<file path="config.mk">
export PLATFORM = sky130hd
export DESIGN_NAME = ref_clk_supervisor
export DESIGN_NICKNAME = d
export VERILOG_FILES = /design/src/rtl/ref_clk_supervisor_pkg.sv /design/src/rtl/ref_clk_supervisor_err_debounce.sv /design/src/rtl/ref_clk_supervisor.sv
export SDC_FILE = /design/constraint.sdc
export NUM_CORES = 1
export LEC_CHECK = 0
export ABC_AREA = 1
export CAP_MARGIN = 20
export CORE_MARGIN = 4
export CORE_UTILIZATION = 51
export CTS_CLUSTER_SIZE = 10
export DETAILED_ROUTE_END_ITERATION = 8
export HOLD_SLACK_MARGIN = 0.08
export PLACE_DENSITY_LB_ADDON = 0.3
export SLEW_MARGIN = 20
export SYNTH_ARGS = -nofsm -noshare
export SYNTH_HDL_FRONTEND = slang
export SYNTH_SLANG_ARGS = --single-unit
</file>
<file path="constraint.sdc">
create_clock -name clk -period 3.2 [get_ports clk]
set_clock_uncertainty 0.15 [all_clocks]
set_input_delay 0.64 -clock clk [delete_from_list [all_inputs] [get_ports clk]]
set_output_delay 0.64 -clock clk [all_outputs]
set_load 0.05 [all_outputs]
</file>
<file path="src/rtl/ref_clk_supervisor_pkg.sv">
// Shared definitions for the reference-clock supervisor: FSM state encoding
// and the timing-mux select values.
package ref_clk_supervisor_pkg;

   // State encoding is visible on state_o, so the values are fixed.
   typedef enum logic [1:0] {
      ST_INIT = 2'b00,
      ST_PRI  = 2'b01,
      ST_SEC  = 2'b10,
      ST_HOLD = 2'b11
   } state_t;

   // Timing mux select: f5 path or f64 path.
   localparam logic SEL_F5  = 1'b0;
   localparam logic SEL_F64 = 1'b1;

endpackage

</file>
<file path="src/rtl/ref_clk_supervisor_err_debounce.sv">
// Debounce filter for one raw monitor error flag. The filtered flag only
// follows the raw flag after the raw value has differed from it for
// DEB_CYCLES consecutive clocks; shorter glitches are discarded.
module err_debounce #(
   parameter int DEB_CYCLES = 1024
) (
   input  logic clk,
   input  logic rst,
   input  logic raw_in,
   output logic filt_out
);

   localparam int            CW       = $clog2(DEB_CYCLES);
   localparam logic [CW-1:0] CNT_LAST = CW'(DEB_CYCLES - 1);

   logic [CW-1:0] r_cnt;
   logic          r_filt;

   // Mismatch run counter and filtered flag; the flag starts as "bad".
   // NOTE: state registers use non-blocking assignments so every flop samples pre-edge values.
   always_ff @(posedge clk) begin
      if (rst) begin
         r_cnt  <= '0;
         r_filt <= 1'b1;
      end else if (raw_in == r_filt) begin
         r_cnt  <= '0;
      end else if (r_cnt == CNT_LAST) begin
         r_filt <= raw_in;
         r_cnt  <= '0;
      end else begin
         r_cnt  <= r_cnt + 1'b1;
      end
   end

   assign filt_out = r_filt;

endmodule

</file>
<file path="src/rtl/ref_clk_supervisor.sv">
// Reference-clock supervisor: debounces the f5/f64 monitor error flags and
// selects the timing source (primary f5, secondary f64, or holdover), with an
// optional revertive return to f5 and a manual force override.
module ref_clk_supervisor
   import ref_clk_supervisor_pkg::*;
#(
   parameter int DEB_CYCLES = 1024,
   parameter int REVERT_DLY = 16384,
   parameter int CNT_W      = 8
) (
   input  logic             clk,
   input  logic             rst,
   input  logic             err_5,
   input  logic             err_64,
   input  logic             force_en,
   input  logic             force_sel,
   input  logic             revertive,
   output logic             sel_f64,
   output logic             src_valid,
   output logic             holdover,
   output logic             switch_pulse,
   output logic [CNT_W-1:0] switch_cnt,
   output logic [1:0]       state_o
);

   localparam int               RW      = $clog2(REVERT_DLY);
   localparam logic [RW-1:0]    REV_MAX = RW'(REVERT_DLY - 1);
   localparam logic [CNT_W-1:0] CNT_SAT = '1;

   logic             w_filt_5;
   logic             w_filt_64;
   logic             w_good_5;
   logic             w_good_64;
   logic             w_rev_en;
   logic             w_sel_nxt;
   logic             w_sel_change;
   state_t           w_state_nxt;

   state_t           r_state;
   logic             r_sel;
   logic             r_src_valid;
   logic             r_holdover;
   logic             r_pulse;
   logic [CNT_W-1:0] r_cnt;
   logic [RW-1:0]    r_rev_cnt;

   err_debounce #(.DEB_CYCLES(DEB_CYCLES)) u_deb_5 (
      .clk      (clk),
      .rst      (rst),
      .raw_in   (err_5),
      .filt_out (w_filt_5)
   );

   err_debounce #(.DEB_CYCLES(DEB_CYCLES)) u_deb_64 (
      .clk      (clk),
      .rst      (rst),
      .raw_in   (err_64),
      .filt_out (w_filt_64)
   );

   // Filtered flags are registers, so the FSM sees them one cycle after they settle.
   assign w_good_5  = ~w_filt_5;
   assign w_good_64 = ~w_filt_64;

   // Revert timer runs only while parked on f64 with f5 healthy and revert enabled.
   assign w_rev_en  = (r_state == ST_SEC) & w_good_5 & revertive & ~force_en;

   // Next-state selection: force first, then the automatic source rules.
   // NOTE: every always_comb output gets a default first so no latch is inferred.
   always_comb begin
      w_state_nxt = r_state;
      if (force_en) begin
         if (force_sel == SEL_F64) w_state_nxt = w_good_64 ? ST_SEC : ST_HOLD;
         else                      w_state_nxt = w_good_5  ? ST_PRI : ST_HOLD;
      end else begin
         case (r_state)
            ST_INIT, ST_HOLD: begin
               if      (w_good_5)  w_state_nxt = ST_PRI;
               else if (w_good_64) w_state_nxt = ST_SEC;
            end
            ST_PRI: begin
               if (!w_good_5) w_state_nxt = w_good_64 ? ST_SEC : ST_HOLD;
            end
            ST_SEC: begin
               if (!w_good_64)                           w_state_nxt = w_good_5 ? ST_PRI : ST_HOLD;
               else if (w_rev_en && r_rev_cnt == REV_MAX) w_state_nxt = ST_PRI;
            end
            default: w_state_nxt = ST_INIT;
         endcase
      end
   end

   // Mux select follows the active source; INIT and HOLD keep the last one used.
   always_comb begin
      w_sel_nxt = r_sel;
      if      (w_state_nxt == ST_PRI) w_sel_nxt = SEL_F5;
      else if (w_state_nxt == ST_SEC) w_sel_nxt = SEL_F64;
   end

   assign w_sel_change = (w_sel_nxt != r_sel);

   // State, select and status registers, all updated together so they stay consistent.
   always_ff @(posedge clk) begin
      if (rst) begin
         r_state     <= ST_INIT;
         r_sel       <= SEL_F5;
         r_src_valid <= 1'b0;
         r_holdover  <= 1'b0;
         r_pulse     <= 1'b0;
         r_cnt       <= '0;
      end else begin
         r_state     <= w_state_nxt;
         r_sel       <= w_sel_nxt;
         r_src_valid <= (w_state_nxt == ST_PRI) || (w_state_nxt == ST_SEC);
         r_holdover  <= (w_state_nxt == ST_HOLD);
         r_pulse     <= w_sel_change;
         if (w_sel_change && (r_cnt != CNT_SAT)) r_cnt <= r_cnt + 1'b1;
      end
   end

   // Revert timer: counts eligible cycles in SEC, clears on any break or transition.
   always_ff @(posedge clk) begin
      if (rst) begin
         r_rev_cnt <= '0;
      end else if (w_rev_en && (w_state_nxt == ST_SEC)) begin
         if (r_rev_cnt != REV_MAX) r_rev_cnt <= r_rev_cnt + 1'b1;
      end else begin
         r_rev_cnt <= '0;
      end
   end

   assign sel_f64      = r_sel;
   assign src_valid    = r_src_valid;
   assign holdover     = r_holdover;
   assign switch_pulse = r_pulse;
   assign switch_cnt   = r_cnt;
   assign state_o      = r_state;

endmodule

</file>
==> results of run 1 <==
==> metal layers <==
| layer | track usage | vias up |
|---|---|---|
| met5 | 0 | - |
| met4 | 0.0435 | 0 |
| met3 | 0.0445 | 7 |
| met2 | 0.267 | 35 |
| met1 | 0.193 | 911 |
| li1 | - | 1081 |
==> registers in the layout, summed over array words and instances, names as in the netlist <==
| register | cells |
|---|---|
| state_o | 2 |
| u_deb_64.filt_out | 1 |
| r_rev_cnt | 14 |
| switch_cnt | 8 |
| sel_f64 | 1 |
| src_valid | 1 |
| switch_pulse | 1 |
| u_deb_5.r_cnt | 10 |
| u_deb_5.filt_out | 1 |
| holdover | 1 |
| u_deb_64.r_cnt | 10 |
==> power by group <==
part / internal (uW) / leakage [uW] / switching (uW) / total [uW]
registers: 643 / 0.000405 / 18.5 / 661
clock network: 234 / 0.0000585 / 212 / 446
logic: 92.7 / 0.000689 / 144 / 236
total: 970 / 0.00115 / 374 / 1340
==> cell usage in the layout, fill, tap and decap left out, drive strengths merged <==
cell type,count
o211ai,1
ha,9
nor3b,3
a31oi,1
o21bai,1
clkdlybuf4s50,20
or2,2
dfxtp,50
xnor2,7
a21oi,21
nand4,4
nand2,57
nand3,26
bufinv,1
o21ai,13
nor2,45
a211oi,2
o21a,1
buf,12
clkbuf,5
nand3b,1
inv,46
xor2,7
clkinv,2
and2,1
o31ai,1
nor3,12
==> worst min-delay path by stage <==
| stage | from | to | slack, ns | cells past startpoint |
|---|---|---|---|---|
| 6_report | u_deb_5.r_cnt[0]$_SDFF_PP0_ | u_deb_5.r_cnt[0]$_SDFF_PP0_ | 0.30 | 1 |
| 5_1_grt | u_deb_64.r_cnt[0]$_SDFF_PP0_ | u_deb_64.r_cnt[0]$_SDFF_PP0_ | 0.33 | 1 |
| 3_5_place_dp | u_deb_5.r_cnt[0]$_SDFF_PP0_ | u_deb_5.r_cnt[0]$_SDFF_PP0_ | 0.29 | 1 |
| 3_3_place_gp | u_deb_5.r_cnt[0]$_SDFF_PP0_ | u_deb_5.r_cnt[0]$_SDFF_PP0_ | 0.28 | 1 |
| 4_1_cts | u_deb_5.r_cnt[0]$_SDFF_PP0_ | u_deb_5.r_cnt[0]$_SDFF_PP0_ | 0.31 | 1 |
| 2_1_floorplan | u_deb_5.r_cnt[0]$_SDFF_PP0_ | u_deb_5.r_cnt[0]$_SDFF_PP0_ | 0.27 | 1 |
==> cell usage after synthesis <==
library cell   n  area (um2)
nand2_1       52         195
dfxtp_1       50        1000
inv_1         39         146
nor2_1        38         143
a21oi_1       21         105
nand3_1       18        90.1
ha_1           9         113
nor3_1         9        45.0
nand3_2        8        80.1
o21ai_1        7        35.0
xnor2_1        7        61.3
xor2_1         7        61.3
o21ai_0        6        30.0
inv_2          5        18.8
nor2_2         5        31.3
nand2_2        4        25.0
nand4_1        4        25.0
nor3b_1        3        22.5
a211oi_1       2        15.0
buf_2          2        10.0
nor2_4         2        22.5
nor3_2         2        20.0
a31oi_1        1        6.26
and2_1         1        6.26
clkbuf_1       1        3.75
clkinv_1       1        3.75
inv_4          1        6.26
nand2_4        1        11.3
nand3b_1       1        7.51
nor3_4         1        16.3
o211ai_2       1        12.5
o21a_1         1        7.51
o21bai_1       1        7.51
o31ai_1        1        7.51
or2_0          1        6.26
or2_2          1        6.26
==> cells by family (layout without fill, tap and decap cells) <==
| group | after synthesis | in the layout | share of synthesized area |
|---|---|---|---|
| fa+ha+maj | 9 | 9 | 0.0468 |
| compound gates | 41 | 41 | 0.0942 |
| buf+inv | 49 | 86 | 0.0786 |
| flops | 50 | 50 | 0.416 |
| xor+xnor | 14 | 14 | 0.0510 |
| simple gates | 151 | 151 | 0.313 |
==> worst max-delay path, stage by stage <==
cell and delay [ns]:
clkdlybuf4s50_1 0.49, nand2_1 0.09, nor3_4 0.14, nand3_2 0.11, nand2_1 0.07, nand2_1 0.04
nand2_1 0.05, nand2_1 0.05, nand2_1 0.05, nand2_1 0.06, nand2_2 0.06, inv_1 0.05
ha_1 0.18, o21bai_1 0.19, xnor2_1 0.15, nand2_1 0.13, nor2_2 0.12, buf_4 0.13
nand4_1 0.07, a21oi_1 0.14
==> stage by stage <==
stage               total power, uW  instance area, um2  utilization  hold slack [ns]  TNS (ns)
global placement                905                2750        0.618            0.280         0
detailed placement              913                2750        0.618            0.293    -0.175
global route                   1410                2860        0.644            0.332         0
CTS                            1360                2860        0.643            0.306         0
floorplan                       819                2400            -            0.268         0
finish                         1340                2860        0.644            0.303         0
==> what timing repair did <==
| item | 4_1_cts | 5_1_grt |
|---|---|---|
| resized for setup | 0 | 1 |
| endpoints found under the setup margin | 0 | 1 |
| hold buffers | 0 | 0 |
| endpoints found under the hold margin | 0 | 0 |
==> final cells by class <==
type,instances,area (um2),area share
Timing Repair Buffer,32,290,0.101
Clock inverter,3,43.8,0.0153
Tap cell,52,65.1,0.0227
Sequential cell,50,1000,0.350
Clock buffer,5,68.8,0.0240
Inverter,46,175,0.0612
Multi-Input combinational cell,215,1220,0.425
==> metrics.yaml, run 1 <==
layout-drive-gt1-share: 0.148
crit_type: "in2reg"
r2r_slack_ns: 0.36
drt_pass1_iterations: 4
grt_usage: 0.157
relSlewSlack: 0.663
clock-sinks: 50
irDropWorstVdd_v: 0.000211
ant_nets: 0
rsz0062_at_grt: "no"
top_layer: "met4"
met2_wirelength_mm: 2.06
area_growth_pct: 19.0
crit_arrival_ns: 3.02
max-clock-path-buffers: 2
yosys_register_bits: 50
clkLatencyLatePin_ns: 0.30
io_buffers: 20
m1WireLength_mm: 2.13
clk_pin_slew_ns: 0.09
yosys.cell_types.count: 36
antenna_found_initial: 0
end_kind: "flop"
drtIter0Drc: 110
synth_area_um2: 2400
ys_seq_area_frac: 0.416
worst_slack_ns: 0.272
r2r-end: "switch_cnt[7]$_SDFFE_PP0P_"
coreArea_um2: 4440
ioPinCount: 21
final-hold-violation-count: 0
wl_met3_um: 172
syn_nets: 330
grt_pass1_vias: 1824
nets: 366
die_area_um2: 5880
pre_cts_slack_ns: -0.0685
htree_levels: 2
cts_tree: "done"
gr-total-overflow: 0
path_max_fanout: 4
start_util: 0.541
dpl.cell_count: 395
routed_wl_mm: 4.43
die_x_um: 76.7
viasPerCell: 5.05
drv_cap: 0
min_period_ns: 2.93
tightest_slew_ns: 0.504
max_freq_mhz: 342
cp_data_required_time_ns: 3.29
fin_cells: 403
cts_root_buf: "clkbuf_8"
dp_hpwl_mm: 3.33
fp-row-count: 24
yosys_warnings: 0
vias: 2034
hold_class: "reg2reg"
drc_errors: 0
p_leak_uw: 0.00115
r2r-start: "r_rev_cnt[0]$_SDFFE_PP0N_"
grt_max_degree: 17
postCtsSetupRepairBufs: 0
cp-endpoint: "switch_cnt[7]$_SDFFE_PP0P_"
maxSlewViolCount: 0
gp_congestion: 0.850
drt-wirelength-per-cell_um: 11.0
n_fill_cell: 375
grt_pass1_wl_mm: 7.71
syn_inst: 314
fin_crit_sh: 0.915
start_kind: "input port"
p_per_area_nw_per_um2: 470
die_h_um: 76.7
n_antenna_cell: 0
worstRegToRegCells: 20
status: "finished clean"
startpoint: "revertive"
cts_buffers: 5
setup-violations-final: 0
syn_area_per_cell_um2: 7.66
Power figures use the tool's default switching activity.
==> inputs of run 2 (changes only) <==
--- a/config.mk
+++ b/config.mk
@@ -7,5 +7,4 @@
 export LEC_CHECK = 0
 export ABC_AREA = 1
-export CAP_MARGIN = 20
 export CORE_MARGIN = 4
 export CORE_UTILIZATION = 51
--- a/constraint.sdc
+++ b/constraint.sdc
@@ -3,3 +3,3 @@
 set_input_delay 0.64 -clock clk [delete_from_list [all_inputs] [get_ports clk]]
 set_output_delay 0.64 -clock clk [all_outputs]
-set_load 0.05 [all_outputs]
+set_load 0.02 [all_outputs]
==> results of run 2 <==
The final DEF is identical to that of run 1. Status: finished clean.
Main changes from that run: total power 1340 uW -> 1300 uW; worst IR drop on VDD 0.000211 V -> 0.000210 V
==> inputs of run 3 (changes only) <==
Settings changed: CORE_MARGIN 4 to 3.
==> run 3 against run 2 <==
Compared with the run above: core utilization shrank 0.14 points; combinational power decreased by 4%; global-route usage grew 1.2 points; critical endpoint unchanged.
==> metrics.yaml, run 3 (same netlist as run 1, synthesis figures left out) <==
status: "finished clean"  # unchanged
grt_pass1_wl_mm: 7.41  # was 7.71 mm
maxSlewViolCount: 0  # unchanged
worst_slack_ns: 0.252  # was 0.272 ns
min_delay_worst_endpoint: "u_deb_5.r_cnt[0]$_SDFF_PP0_"  # unchanged
gr-usage-met3: 0.0401  # was 0.0445
fp-row-count: 24  # unchanged
swShare: 0.243  # was 0.255
gr-total-overflow: 0  # unchanged
irDropWorstVdd_v: 0.000208  # was 0.000210 V
min_period_ns: 2.95  # was 2.93 ns
grt_max_degree: 15  # was 17
largest_register_ffs: 14  # unchanged
n_antenna_cell: 0  # unchanged
start_kind: "input port"  # unchanged
r2r_slack_ns: 0.32  # was 0.36 ns
largest_registers: "r_rev_cnt: 14 flops, u_deb_5.r_cnt: 10 flops, u_deb_64.r_cnt: 10 flops"  # unchanged
drt-wirelength-per-cell_um: 10.4  # was 11.0 um
cts_tree: "done"  # unchanged
path_buf_inv: 2  # was 3
clk_pin_slew_ns: 0.09  # about the same
path_max_fanout: 4  # unchanged
max-clock-path-buffers: 2  # unchanged
gr-usage-met2: 0.281  # was 0.267
drc_errors: 0  # unchanged
slowest_stage: "clkdlybuf4s50_1"  # unchanged
die_h_um: 74.7  # was 76.7 um
cp_data_required_time_ns: 3.24  # was 3.29 ns
gp_congestion: 0.872  # was 0.850
relSlewSlack: 0.717  # was 0.704
p_leak_uw: 0.00114  # was 0.00115 uW
switchingPower_uw: 310  # was 332 uW
end_kind: "flop"  # unchanged
clock-sinks: 50  # unchanged
vias: 1986  # was 2034
utilization: 0.642  # was 0.644
cts_buffers: 5  # unchanged
ctsHoldBuffers: 0  # unchanged
htree_levels: 2  # unchanged
dp_hpwl_mm: 3.19  # was 3.33 mm
io_buffers: 20  # unchanged
max_freq_mhz: 339  # was 342 MHz
start_util: 0.541  # unchanged
critPathTopFamily: "simple AND/OR/NAND/NOR gates"  # unchanged
antenna_found_initial: 0  # unchanged
grt_pass1_vias: 1766  # was 1824
crit_type: "in2reg"  # unchanged
worstRegToRegCells: 20  # unchanged
die_area_um2: 5580  # was 5880 um2
drv_cap: 0  # unchanged
setup-violations-final: 0  # unchanged
regMostFlops: "r_rev_cnt"  # unchanged
rsz0062_at_grt: "no"  # unchanged
clkLatencyLatePin_ns: 0.29  # was 0.30 ns
whs_path_depth: 1  # unchanged
final_common_cell: "nand2_1"  # unchanged
cts_root_buf: "clkbuf_8"  # unchanged
routed_wl_mm: 4.19  # was 4.43 mm
final_cell_mix: "nand2_1, dfxtp_1, inv_1"  # unchanged
internal-power_uw: 965  # was 970 uW
ant_nets: 0  # unchanged
fin_crit_sh: 0.921  # was 0.915
cts_resized: 0  # unchanged
dpl.cell_count: 394  # was 395
drt_pass1_iterations: 4  # unchanged
viasPerCell: 4.94  # was 5.05
drtIter0Drc: 147  # was 110
tightest_slew_ns: 0.423  # was 0.443 ns
nets: 365  # was 366
max_stage_delay_ns: 0.49  # about the same
use_met1: 0.220  # was 0.193
cpMostUsedCell: "nand2_1"  # unchanged
hold_class: "reg2reg"  # unchanged
r2r-start: "r_rev_cnt[0]$_SDFFE_PP0N_"  # unchanged
crit_arrival_ns: 2.99  # was 3.02 ns
pre_cts_slack_ns: -0.131  # was -0.0685 ns
fin_cells: 402  # was 403
grt_usage: 0.169  # was 0.157
total_power_uw: 1270  # was 1300 uW
hold_path_startpoint: "u_deb_5.r_cnt[0]$_SDFF_PP0_"  # unchanged
ioPinCount: 21  # unchanged
area_growth_pct: 18.7  # was 19.0%
r2r-end: "switch_cnt[7]$_SDFFE_PP0P_"  # unchanged
postCtsSetupRepairBufs: 0  # unchanged
clockPowerShare: 0.335  # was 0.343
crit_chain: "clkdlybuf4s50_1 > nand2_1 > nor3_4 > nand3_2 > nand2_1 > nand2_1 > nand2_1 > nand2_1 > nand2_1 > nand2_1 > nand2_2 > inv_1 > ha_1 > o21bai_1 > xnor2_1 > nand2_2 > nor2_4 > nand3_1 > o21ai_1 > a21oi_1"  # was clkdlybuf4s50_1 > nand2_1 > nor3_4 > nand3_2 > nand2_1 > nand2_1 > nand2_1 > nand2_1 > nand2_1 > nand2_1 > nand2_2 > inv_1 > ha_1 > o21bai_1 > xnor2_1 > nand2_1 > nor2_2 > buf_4 > nand4_1 > a21oi_1
combPwrFrac: 0.147  # was 0.150
layout-drive-gt1-share: 0.143  # was 0.148
final-hold-violation-count: 0  # unchanged
p_per_area_nw_per_um2: 446  # was 455 nW/um2
p_seq_frac: 0.518  # was 0.508
die_x_um: 74.7  # was 76.7 um
grt_most_used_layer: "met2"  # unchanged
coreArea_um2: 4440  # unchanged
==> run 3: worst max path at each step <==
| stage | startpoint | to | slack (ns) | cells past startpoint |
|---|---|---|---|---|
| floorplan | state_o[0]$_SDFF_PP0_ | switch_cnt[7]$_SDFFE_PP0P_ | 0.43 | 21 |
| global placement | revertive | switch_cnt[7]$_SDFFE_PP0P_ | -0.02 | 20 |
| detailed placement | revertive | switch_cnt[7]$_SDFFE_PP0P_ | -0.13 | 20 |
| CTS | revertive | switch_cnt[7]$_SDFFE_PP0P_ | 0.18 | 20 |
| global route | revertive | switch_cnt[4]$_SDFFE_PP0P_ | 0.03 | 20 |
| finish | revertive | switch_cnt[7]$_SDFFE_PP0P_ | 0.25 | 20 |
==> run 3: area by class of cell <==
cell class	instances	area (um2)
fillers	395	1590
multi-input cells	215	1220
flip-flops and latches	50	1000
repair buffers	31	283
inverters	46	175
clock buffers	7	76.3
well taps	52	65.1
clock inverters	1	30.0
==> run 3: worst register-to-register path, delay by kind of cell (launching register included) <==
kind	cells	cell delay (ns)
compound gates	3	0.39
buf+inv	1	0.05
simple gates	13	1.16
xor+xnor	1	0.17
fa+ha+maj	2	0.44
flops	1	0.41
==> run 3: stage by stage <==
| step | cell area (um2) | setup TNS (ns) | hold WS (ns) |
|---|---|---|---|
| floorplan | 2400 | 0 | 0.268 |
| finish | 2860 | 0 | 0.300 |
| global placement | 2740 | -0.0246 | 0.282 |
| CTS | 2850 | 0 | 0.307 |
| detailed placement | 2740 | -0.258 | 0.294 |
| global route | 2860 | 0 | 0.333 |
==> run 3: routing by layer <==
| layer | wire (um) | vias to the layer above | part of all wire |
|---|---|---|---|
| met5 | 0 | - | 0 |
| met4 | 49 | 0 | 0.012 |
| met3 | 113 | 5 | 0.027 |
| met2 | 1940 | 23 | 0.46 |
| met1 | 2090 | 882 | 0.50 |
| li1 | - | 1076 | - |
==> run 3: power groups by stage <==
| stage | registers [uW] | clock network [uW] | logic, uW |
|---|---|---|---|
| 2_1_floorplan | 696 | 0 | 82.1 |
| 3_3_place_gp | 674 | 0 | 183 |
| 3_5_place_dp | 675 | 0 | 186 |
| 4_1_cts | 661 | 443 | 187 |
| 5_1_grt | 664 | 468 | 210 |
| 6_report | 660 | 427 | 188 |
